===== src/rtl/pipeline_ctrl.sv =====
// Central stall/flush sequencer for the 5-stage pipeline.
// Decides each cycle whether the pipe advances, freezes, inserts a load-use
// bubble or flushes behind a taken branch, and tracks the halt sequence.
module pipeline_ctrl #(
   parameter int CNT_W = 16
) (
   input  logic             CLK,
   input  logic             RST,
   input  logic             ihit,
   input  logic             dhit,
   input  logic             mem_dREN,
   input  logic             mem_dWEN,
   input  logic             mem_halt,
   input  logic             mem_br_taken,
   input  logic             ex_dREN,
   input  logic [4:0]       ex_wsel,
   input  logic [4:0]       id_rs,
   input  logic [4:0]       id_rt,
   output logic             pc_en,
   output logic             ifid_en,
   output logic             idex_en,
   output logic             exmem_en,
   output logic             memwb_en,
   output logic             ifid_flush,
   output logic             idex_flush,
   output logic             exmem_flush,
   output logic             stopread,
   output logic             halt,
   output logic [CNT_W-1:0] stall_cnt
);

   // DDONE: data access already finished, still waiting on the fetch side.
   typedef enum logic [1:0] {RUN, DDONE, HALTED} state_t;

   state_t state, next_state;
   logic   mem_req, advance, load_use, stall;

   assign mem_req  = mem_dREN | mem_dWEN;
   // In DDONE the data half is already satisfied, so only ihit gates progress.
   assign advance  = ihit & (~mem_req | dhit | (state == DDONE));
   assign load_use = ex_dREN & (ex_wsel != 5'd0) &
                     ((ex_wsel == id_rs) | (ex_wsel == id_rt));
   // A lost cycle is either a full freeze or a load-use bubble that a taken
   // branch does not override.
   assign stall    = (state != HALTED) &
                     (~advance | (~mem_br_taken & load_use));

   // State register.
   always_ff @(posedge CLK or posedge RST) begin
      if (RST) state <= RUN;
      else     state <= next_state;
   end

   // Next-state and latch-control decode; everything low while reset is held.
   always_comb begin
      next_state  = state;
      pc_en       = 1'b0;
      ifid_en     = 1'b0;
      idex_en     = 1'b0;
      exmem_en    = 1'b0;
      memwb_en    = 1'b0;
      ifid_flush  = 1'b0;
      idex_flush  = 1'b0;
      exmem_flush = 1'b0;
      stopread    = 1'b0;
      case (state)
         RUN: begin
            if (mem_req & dhit & ~ihit)  next_state = DDONE;
            else if (mem_halt & advance) next_state = HALTED;
         end
         DDONE: begin
            stopread = 1'b1;
            if (ihit) next_state = mem_halt ? HALTED : RUN;
         end
         HALTED: next_state = HALTED;
         default: next_state = RUN;
      endcase
      if ((state != HALTED) && advance) begin
         if (mem_br_taken) begin
            pc_en       = 1'b1;
            ifid_en     = 1'b1;
            idex_en     = 1'b1;
            exmem_en    = 1'b1;
            memwb_en    = 1'b1;
            ifid_flush  = 1'b1;
            idex_flush  = 1'b1;
            exmem_flush = 1'b1;
         end else if (load_use) begin
            // Hold PC and IF/ID, let EX onward drain, bubble into ID/EX.
            idex_en     = 1'b1;
            idex_flush  = 1'b1;
            exmem_en    = 1'b1;
            memwb_en    = 1'b1;
         end else begin
            pc_en       = 1'b1;
            ifid_en     = 1'b1;
            idex_en     = 1'b1;
            exmem_en    = 1'b1;
            memwb_en    = 1'b1;
         end
      end
      if (RST) begin
         pc_en       = 1'b0;
         ifid_en     = 1'b0;
         idex_en     = 1'b0;
         exmem_en    = 1'b0;
         memwb_en    = 1'b0;
         ifid_flush  = 1'b0;
         idex_flush  = 1'b0;
         exmem_flush = 1'b0;
         stopread    = 1'b0;
      end
   end

   // Registered halt flag, set on the cycle the FSM enters HALTED.
   always_ff @(posedge CLK or posedge RST) begin
      if (RST) halt <= 1'b0;
      else     halt <= (next_state == HALTED);
   end

   // Saturating count of cycles lost to freezes and load-use bubbles.
   always_ff @(posedge CLK or posedge RST) begin
      if (RST)                            stall_cnt <= '0;
      else if (stall && (stall_cnt != '1)) stall_cnt <= stall_cnt + CNT_W'(1);
   end

endmodule


===== config.mk =====
export PLATFORM = sky130hd
export DESIGN_NAME = pipeline_ctrl
export DESIGN_NICKNAME = d
export VERILOG_FILES = /design/src/rtl/pipeline_ctrl.sv
export SDC_FILE = /design/constraint.sdc
export NUM_CORES = 1
export LEC_CHECK = 0
export CAP_MARGIN = 0
export CORE_MARGIN = 2
export CORE_UTILIZATION = 45
export DETAILED_ROUTE_END_ITERATION = 7
export PLACE_DENSITY = 0.93
export SYNTH_ARGS = -nofsm -noshare
export SYNTH_HDL_FRONTEND = slang
export SYNTH_SLANG_ARGS = --single-unit

===== constraint.sdc =====
create_clock -name CLK -period 3.65 [get_ports CLK]
set_input_delay 0.5475 -clock CLK [delete_from_list [all_inputs] [get_ports CLK]]
set_output_delay 0.5475 -clock CLK [all_outputs]
set_load 0.1 [all_outputs]

==> results.sh <==
export IMPL_status="finished, final reports clean"
export IMPL_fin_crit_sh_pct=78.9
export IMPL_clkLatencyLatePin_ns=0.29
export IMPL_drt_iter0_markers=17
export IMPL_layout_drive_gt1_share_pct=18.0
export IMPL_cts_hold_fix_buffers=0
export IMPL_end_kind="output pin"
export IMPL_cp_required_ns=3.10
export IMPL_grt_use_met1_pct=23.1
export IMPL_cts_max_level=1
export IMPL_start_util_pct=48.0
export IMPL_hold_end="stall_cnt[3]$_DFFE_PP0P_"
export IMPL_whs_path_depth=1
export IMPL_grt_pass1_vias=1062
export IMPL_grt_pass1_wl_mm=4.60
export IMPL_crit_arrival_ns=2.33
export IMPL_synth_top_cells_by_area="dfrtp_1 (40%), xor2_1 (18%), nor4_2 (4.2%)"
export IMPL_n_antenna_cell=0
export IMPL_clockBufferDepth=2
export IMPL_ys_async_sr_fraction_pct=100
export IMPL_num_vias=1016
export IMPL_syn2layout_area_growth_pct=44.1
export IMPL_drv_slew=0
export IMPL_synth_edf_count=0
export IMPL_top_usage_layer="met2"
export IMPL_worstReg2RegEnd="stall_cnt[12]$_DFFE_PP0P_"
export IMPL_syn_nets=138
export IMPL_hold_ws_ns=0.505
export IMPL_holdCritStartpoint="stall_cnt[3]$_DFFE_PP0P_"
export IMPL_ys_warn_count=0
export IMPL_hold_viol=0
export IMPL_overflow=0
export IMPL_worst_pin_slew_ns=0.973
export IMPL_avgRoutedWirePerCell_um=14.1
export IMPL_yosysMostFrequentCell="xor2_1"
export IMPL_worst_path_buf_inv=2
export IMPL_startpoint_type="primary input"
export IMPL_clock_sinks=19
export IMPL_vias_per_cell=5.32
export IMPL_yosysSeqAreaShare_pct=39.6
export IMPL_hpwlAfterDp_mm=2.09
export IMPL_path_max_fanout=3
export IMPL_crit_chain="clkdlybuf4s50_1, or4_1, o21ai_1, o31a_1, buf_12"
export IMPL_p_leak_nw=0.753
export IMPL_tns_ns=0
export IMPL_fin_nets=187
export IMPL_min_period_ns=2.88
export IMPL_die_w_um=55.7
export IMPL_routed_wl_mm=2.69
export IMPL_path_class="in2out"
export IMPL_max_freq_ghz=0.347
export IMPL_drc=0
export IMPL_dr_pass1_iters=3
export IMPL_ios=50
export IMPL_cts_root_buf="clkbuf_4"
export IMPL_max_stage_delay_ns=0.55
export IMPL_cts_made_buffers=3
export IMPL_power_per_cell_area_nw_per_um2=646
export IMPL_drv_cap=0
export IMPL_grt_use_met2_pct=32.1
export IMPL_reg2reg_slack_ns=1.37
export IMPL_cts_tree="done"
export IMPL_cp_slowest_cell="or4_1"
export IMPL_setup_viol=0
export IMPL_rsz0062_at_grt="false"
export IMPL_reg2reg_depth=6
export IMPL_netlist_area_leader_share_pct=39.6
export IMPL_rows=18
export IMPL_io_buffers=49
export IMPL_clk_pin_slew_ns=0.11
export IMPL_gp_congestion=0.900
export IMPL_ys_ff_latch=19
export IMPL_synth_area_per_cell_um2=10.6
export IMPL_syn_area_um2=1200
export IMPL_synth_commonest_cells="xor2_1 (24), dfrtp_1 (19), nand2_1 (10)"
export IMPL_relSlewSlack_pct=34.9
export IMPL_antenna_found_initial=0
export IMPL_fp_dieH_um=55.7
export IMPL_skew_ns=0.00630
export IMPL_globalRouteMet3Util_pct=2.79
export IMPL_vdd_ir_drop_worst_mv=0.790
export IMPL_synthDistinctLibCells=33
export IMPL_grt_max_degree=20
export IMPL_ys_flop_type="dfrtp_1"
export IMPL_cts_setup_buffers=0
export IMPL_r2r_start="state[0]$_DFF_PP0_"
export IMPL_cp_top_family="buffers and inverters"
export IMPL_coreArea_um2=2500
export IMPL_die_area_um2=3100
export IMPL_ctsResizeCount=0
export IMPL_grt_total_usage_pct=18.4
export IMPL_syn_instance_count=113
export IMPL_detail_route_antenna_nets=0
export IMPL_yosys_area_top_type="dfrtp_1"
export IMPL_postLayoutCoreUtil_pct=69.2
export IMPL_hold_class="reg2reg"
==> per-stage QoR <==
stage | power, mW | cell area [um^2] | instances | worst slack [ns]
final | 1.12 | 1730 | 191 | 0.770
after global routing | 1.17 | 1730 | 191 | 0.730
after CTS | 1.12 | 1730 | 191 | 0.761
after detailed placement | 1.02 | 1700 | 187 | 0.766
after global placement | 1.01 | 1700 | 187 | 0.839
after floorplan | 0.856 | 1210 | 113 | 0.112
==> layer usage <==
metal | vias to the layer above | routed length, um | share of wire [%]
met5 | - | 0 | 0
met4 | 0 | 31 | 1.2
li1 | 493 | - | -
met3 | 4 | 150 | 5.6
met1 | 477 | 1170 | 44
met2 | 42 | 1340 | 50
==> cell usage in the layout (no fill, tap or decap), types with 2 or more instances in the layout <==
cell / n
nor3_1: 5
nor2_1: 5
buf_4: 8
nor4b_1: 2
o21ai_0: 3
nand2_1: 10
dfrtp_1: 19
mux2_2: 2
inv_1: 3
and3_1: 3
xor2_1: 24
clkbuf_4: 3
nor3b_2: 2
clkdlybuf4s50_1: 40
buf_12: 2
nor2b_1: 2
and2_1: 2
nand3_1: 3
nor4b_2: 2
nor3_2: 2
nor4_2: 4
==> report_power, final <==
part           leakage [nW]  switching [mW]  total (mW)  internal [mW]
Clock                0.0150          0.0619       0.104         0.0425
Combinational         0.489           0.514       0.697          0.183
Sequential            0.249          0.0543       0.315          0.261
Total                 0.753           0.631        1.12          0.487
==> worst reg2reg max path: cells and delay by family, from the launching register on <==
family,cells,cell delay (ns)
flops,1,0.40
mux,1,0.36
simple gates,3,0.57
compound gates,2,0.84
==> state kept, by name (all words and copies together), names as in the netlist <==
register	flops
stall_cnt	16
state	2
halt	1
==> layout make-up <==
type	instances	area (um^2)
repair buffers	50	500
well taps	30	37.5
clock buffers	4	26.3
fillers	203	769
flip-flops and latches	19	475
inverters	3	11.3
multi-input cells	85	679
==> logic make-up after synthesis <==
kind of cell,Yosys count,synth area share (%)
buffers and inverters,9,4.79
XOR/XNOR,24,17.5
AO/OA/AOI/OAI,10,7.08
multiplexers,2,1.87
flip-flops,19,39.6
adder cells (fa/ha/maj),1,1.04
AND/OR/NAND/NOR,48,28.1
==> worst max-delay path by stage <==
stage | from | endpoint | slack, ns | cells past startpoint
2_1_floorplan | mem_dWEN | pc_en | 0.11 | 5
3_3_place_gp | ex_wsel[1] | pc_en | 0.84 | 5
3_5_place_dp | ex_wsel[1] | ifid_en | 0.77 | 5
4_1_cts | ex_wsel[1] | ifid_en | 0.76 | 5
5_1_grt | ex_wsel[1] | pc_en | 0.73 | 5
6_report | ex_wsel[1] | ifid_en | 0.77 | 5
Power figures use the tool's default switching activity.
